## src/rtl/cc_counter_pkg.sv

```systemverilog
// Shared definitions for the cc_* counter family: FSM state encoding, default width
// and the per-bit J/K steering operation used by the down-counter.
package cc_counter_pkg;

  localparam logic [1:0] CC_IDLE  = 2'b00;
  localparam logic [1:0] CC_RUN   = 2'b01;
  localparam logic [1:0] CC_DONE  = 2'b10;
  localparam int         CC_WIDTH = 4;

  typedef enum logic [1:0] {
    ST_IDLE    = CC_IDLE,
    ST_RUN     = CC_RUN,
    ST_DONE    = CC_DONE,
    ST_ILLEGAL = 2'b11
  } cc_state_e;

  // What every count bit's J/K inputs do this cycle.
  typedef enum logic [1:0] {
    BIT_HOLD = 2'b00,
    BIT_LOAD = 2'b01,
    BIT_DEC  = 2'b10
  } cc_bit_op_e;

endpackage

```

## src/rtl/jk_ff_n.sv

```systemverilog
// Single JK flip-flop: posedge clock, asynchronous active-low reset to 0.
// Truth table {j,k}: 00 hold, 01 reset, 10 set, 11 toggle.
module jk_ff_n (
  input  logic j,
  input  logic k,
  input  logic clock,
  input  logic reset_n,
  output logic y,
  output logic y_bar
);

  // NOTE: sequential state is assigned with <= so every flop samples pre-edge values.
  always_ff @(posedge clock or negedge reset_n) begin
    if (!reset_n) begin
      y <= 1'b0;
    end else begin
      case ({j, k})
        2'b01:   y <= 1'b0;
        2'b10:   y <= 1'b1;
        2'b11:   y <= ~y;
        default: y <= y;
      endcase
    end
  end

  assign y_bar = ~y;

endmodule

```

## src/rtl/cc_down_counter.sv

```systemverilog
// Loadable WIDTH-bit down-counter / countdown timer built from JK flops, with a
// small IDLE/RUN/DONE control FSM and optional auto-reload at terminal count.
module cc_down_counter
  import cc_counter_pkg::*;
#(
  parameter int WIDTH       = CC_WIDTH,
  parameter bit AUTO_RELOAD = 1'b0
) (
  input  logic             clock_counter,
  input  logic             reset_counter,
  input  logic             start,
  input  logic             abort,
  input  logic             enable,
  input  logic [WIDTH-1:0] load_value,
  output logic [WIDTH-1:0] y,
  output logic             zero,
  output logic             busy,
  output logic             done
);

  cc_state_e        state_q, state_d;
  logic [WIDTH-1:0] reload_q, reload_d;
  logic             busy_q, done_q, done_d;
  cc_bit_op_e       op;
  logic [WIDTH-1:0] load_data;
  logic [WIDTH-1:0] y_bar;

  // NOTE: every signal written here gets a default first, so no latches are inferred.
  always_comb begin
    state_d   = state_q;
    reload_d  = reload_q;
    done_d    = 1'b0;
    op        = BIT_HOLD;
    load_data = load_value;
    if (start) begin
      op       = BIT_LOAD;
      reload_d = load_value;
      state_d  = ST_RUN;
    end else begin
      case (state_q)
        ST_RUN: begin
          if (abort) begin
            state_d = ST_IDLE;
          end else if (enable) begin
            if (zero) begin
              done_d = 1'b1;
              if (AUTO_RELOAD) begin
                op        = BIT_LOAD;
                load_data = reload_q;
              end else begin
                state_d = ST_DONE;
              end
            end else begin
              op = BIT_DEC;
            end
          end
        end
        ST_IDLE, ST_DONE: ;
        default: state_d = ST_IDLE;
      endcase
    end
  end

  // NOTE: the reload register is a plain flop bank and is cleared by reset like any other state.
  always_ff @(posedge clock_counter or negedge reset_counter) begin
    if (!reset_counter) begin
      state_q  <= ST_IDLE;
      reload_q <= '0;
      busy_q   <= 1'b0;
      done_q   <= 1'b0;
    end else begin
      state_q  <= state_d;
      reload_q <= reload_d;
      busy_q   <= (state_d == ST_RUN);
      done_q   <= done_d;
    end
  end

  // Bit i toggles on a decrement only when all lower bits are 0 (borrow ripples up).
  for (genvar i = 0; i < WIDTH; i++) begin : g_bit
    logic borrow;
    logic j, k;

    if (i == 0) begin : g_lsb
      assign borrow = 1'b1;
    end else begin : g_upper
      assign borrow = ~|y[i-1:0];
    end

    always_comb begin
      j = 1'b0;
      k = 1'b0;
      case (op)
        BIT_LOAD: begin
          j = load_data[i];
          k = ~load_data[i];
        end
        BIT_DEC: begin
          j = borrow;
          k = borrow;
        end
        default: ;
      endcase
    end

    jk_ff_n u_ff (
      .j      (j),
      .k      (k),
      .clock  (clock_counter),
      .reset_n(reset_counter),
      .y      (y[i]),
      .y_bar  (y_bar[i])
    );
  end

  assign zero = &y_bar;
  assign busy = busy_q;
  assign done = done_q;

endmodule

```

## config.mk

```make
export PLATFORM = sky130hd
export DESIGN_NAME = cc_down_counter
export DESIGN_NICKNAME = d
export VERILOG_FILES = /design/src/rtl/cc_counter_pkg.sv /design/src/rtl/jk_ff_n.sv /design/src/rtl/cc_down_counter.sv
export SDC_FILE = /design/constraint.sdc
export NUM_CORES = 1
export LEC_CHECK = 0
export ABC_CLOCK_PERIOD_IN_PS = 1500
export BUFFER_PORTS_ARGS = -buffer_cell sky130_fd_sc_hd__buf_2
export CAP_MARGIN = 5
export CORE_AREA = 2 2 39 41
export CTS_CLUSTER_DIAMETER = 100
export CTS_CLUSTER_SIZE = 20
export DETAILED_ROUTE_END_ITERATION = 12
export DIE_AREA = 0 0 41 43
export SLEW_MARGIN = 15
export SYNTH_ARGS = -nofsm -noshare
export SYNTH_HDL_FRONTEND = slang
export SYNTH_SLANG_ARGS = --single-unit
```

## constraint.sdc

```tcl
create_clock -name clock_counter -period 1.5 [get_ports clock_counter]
set_input_delay 0.075 -clock clock_counter [delete_from_list [all_inputs] [get_ports clock_counter]]
set_output_delay 0.075 -clock clock_counter [all_outputs]
set_load 0.03 [all_outputs]
```

==> results.sh <==
export IMPL_outcome="finished clean"
export IMPL_clock_sinks=8
export IMPL_hold_depth=3
export IMPL_synthToLayoutAreaGrowth_pct=21.7
export IMPL_insertion_delay_ns=0.25
export IMPL_antenna_found_initial=0
export IMPL_dp_hpwl_um=666
export IMPL_final_setup_viol_count=0
export IMPL_slew_headroom=0.812
export IMPL_drv_cap=0
export IMPL_clkTransAtPathRegs_ns=0.05
export IMPL_netlist_top_cells_area="dfrtp_1 46%, buf_4 6.9%, nor4_4 4.9%, a21oi_1 4.6%, nor2b_1 4.3%"
export IMPL_grt_first_pass_wirelength_um=1280
export IMPL_p_leak_nw=0.236
export IMPL_synthDistinctLibCells=22
export IMPL_die_w_um=41
export IMPL_synth_seq_cells=8
export IMPL_clock_fmax_mhz=719
export IMPL_synthAdderAreaFrac=0
export IMPL_portBuffers=15
export IMPL_diodes=0
export IMPL_final_common_cell="buf_2"
export IMPL_htreeDepth=1
export IMPL_fin_tns_setup_ns=0
export IMPL_root_buffer="clkbuf_4"
export IMPL_viasPerCell=5.19
export IMPL_endpoint="zero"
export IMPL_r2r_start="g_bit[2].u_ff.y"
export IMPL_crit_required_ns=1.42
export IMPL_cts_inserted_buffers=3
export IMPL_drc=0
export IMPL_drv_slew=0
export IMPL_grt_remaining_overflow=0
export IMPL_use_met3=0.0157
export IMPL_place_ws_ns=0.272
export IMPL_worstSetupEndpointType="output pin"
export IMPL_reg2reg_to="state_q[0]"
export IMPL_syn_area_um2=433
export IMPL_grt_setup_unrepaired="no"
export IMPL_grt_max_degree=13
export IMPL_layout_setup_ws_ns=0.109
export IMPL_final_cell_mix="15 x buf_2, 8 x dfrtp_1, 4 x a21oi_1"
export IMPL_dieArea_um2=1760
export IMPL_grt_busiest_layer="met1"
export IMPL_power_mw=0.519
export IMPL_avgSynthCellArea_um2=10.3
export IMPL_worst_setup_path_start_kind="flop"
export IMPL_synth_top_family_by_area="simple AND/OR/NAND/NOR gates"
export IMPL_fin_hold_ws_ns=0.0383
export IMPL_synth_top_cell_area_share=0.462
export IMPL_hold_viol_final=0
export IMPL_met2_usage=0.138
export IMPL_ant_nets=0
export IMPL_grt_pass1_vias=300
export IMPL_place_gp_congestion=0.752
export IMPL_ys_warn_count=0
export IMPL_synth_compound_area_frac=0.202
export IMPL_tritoncts="yes"
export IMPL_postLayoutCoreUtil=0.381
export IMPL_drtPass1Iterations=4
export IMPL_muxShareOfSynthArea=0
export IMPL_r2r_cells=3
export IMPL_yosysSeqAreaShare=0.462
export IMPL_rows=14
export IMPL_peakVddDrop_mv=0.325
export IMPL_worstMarginPinSlew_ns=0.281
export IMPL_syn_nets=51
export IMPL_grt_use_met1=0.163
export IMPL_drive_above_1_share=0.411
export IMPL_clock_path_buffers=2
export IMPL_path_class="flop to output pin"
export IMPL_yosys_area_share_simple=0.249
export IMPL_wl_um=895
export IMPL_fin_skew_ns=0.00134
export IMPL_core_area_um2=1380
export IMPL_io_pins=16
export IMPL_period_needed_ns=1.39
export IMPL_min_period_over_period=0.927
export IMPL_worstPathArrival_ns=1.32
export IMPL_crit_start="g_bit[2].u_ff.y"
export IMPL_syn_inst=42
export IMPL_path_max_fanout=5
export IMPL_regToRegSetupSlack_ns=0.26
export IMPL_wire_per_inst_um=12.4
export IMPL_nNetsFinal=67
export IMPL_power_density_nw_per_um2=986
export IMPL_min_path_type="input port to flop"
export IMPL_yosysTopAreaCell="dfrtp_1"
export IMPL_synth_xor_area_frac=0
export IMPL_vias=374
export IMPL_die_h_um=43
export IMPL_initial_utilization=0.313
export IMPL_grt_usage=0.110
export IMPL_drt_iter0_markers=7
per-layer routing:
metal	share of wire	vias up
met5	0	-
met3	0.075	2
li1	-	177
met4	0.0034	0
met1	0.46	172
met2	0.46	23
area by class of cell:
| cell class | count | area [um2] |
|---|---|---|
| Inverter | 1 | 3.75 |
| Clock buffer | 3 | 22.5 |
| Tap cell | 16 | 20.0 |
| Timing Repair Buffer | 16 | 85.1 |
| Sequential cell | 8 | 200 |
| Fill cell | 144 | 857 |
| Multi-Input combinational cell | 28 | 195 |
through the flow:
| stage | cell area (um2) | std cells |
|---|---|---|
| 2_1_floorplan | 433 | 42 |
| 3_3_place_gp | 494 | 68 |
| 3_5_place_dp | 494 | 68 |
| 4_1_cts | 527 | 72 |
| 5_1_grt | 527 | 72 |
| 6_report | 527 | 72 |
repair_timing:
item	CTS	global route
endpoints found under the setup margin	0	0
setup buffers	0	0
hold endpoints to repair	8	0
hold buffers	1	0
gates resized for setup	0	0
critical path: stages, from the launching register on:
cell	delay (ns)
dfrtp_1	0.44
nor4_4	0.36
buf_2	0.26
where the power goes:
group          switching [mW]  internal, mW
Sequential             0.0240         0.231
Clock                  0.0680        0.0912
Combinational          0.0640        0.0411
how the worst min path moves through the flow:
stage | start | slack, ns | to
after floorplan | reset_counter | -0.22 | busy
after global placement | reset_counter | -0.07 | done
after detailed placement | reset_counter | -0.07 | busy
after CTS | load_value[3] | 0.03 | g_bit[3].u_ff.y
after global routing | load_value[3] | 0.03 | g_bit[3].u_ff.y
final | load_value[3] | 0.04 | g_bit[3].u_ff.y
state kept, by name, summed over array words and instances (netlist names):
register      count
busy              1
done              1
g_bit.u_ff.y      4
state_q           2
cell usage after synthesis:
master     instances
a21o_1             1
a21oi_1            4
a21oi_2            1
a31o_1             2
a31oi_1            1
a41oi_1            1
and4bb_2           1
buf_4              4
clkbuf_1           1
dfrtp_1            8
inv_1              1
nand2_1            2
nand2_2            1
nand2b_1           1
nand4bb_1          1
nor2_1             3
nor2b_1            3
nor4_4             1
o21ai_0            2
o41ai_1            1
or2_2              1
or3_1              1
logic make-up (layout without fill, tap and decap cells):
kind of cell,after synthesis,after routing
buffers and inverters,6,20
DFF,8,8
AOI/OAI and AO/OA,13,13
and+or+nand+nor,15,15
Note: power is estimated with default switching activity, not from simulation.
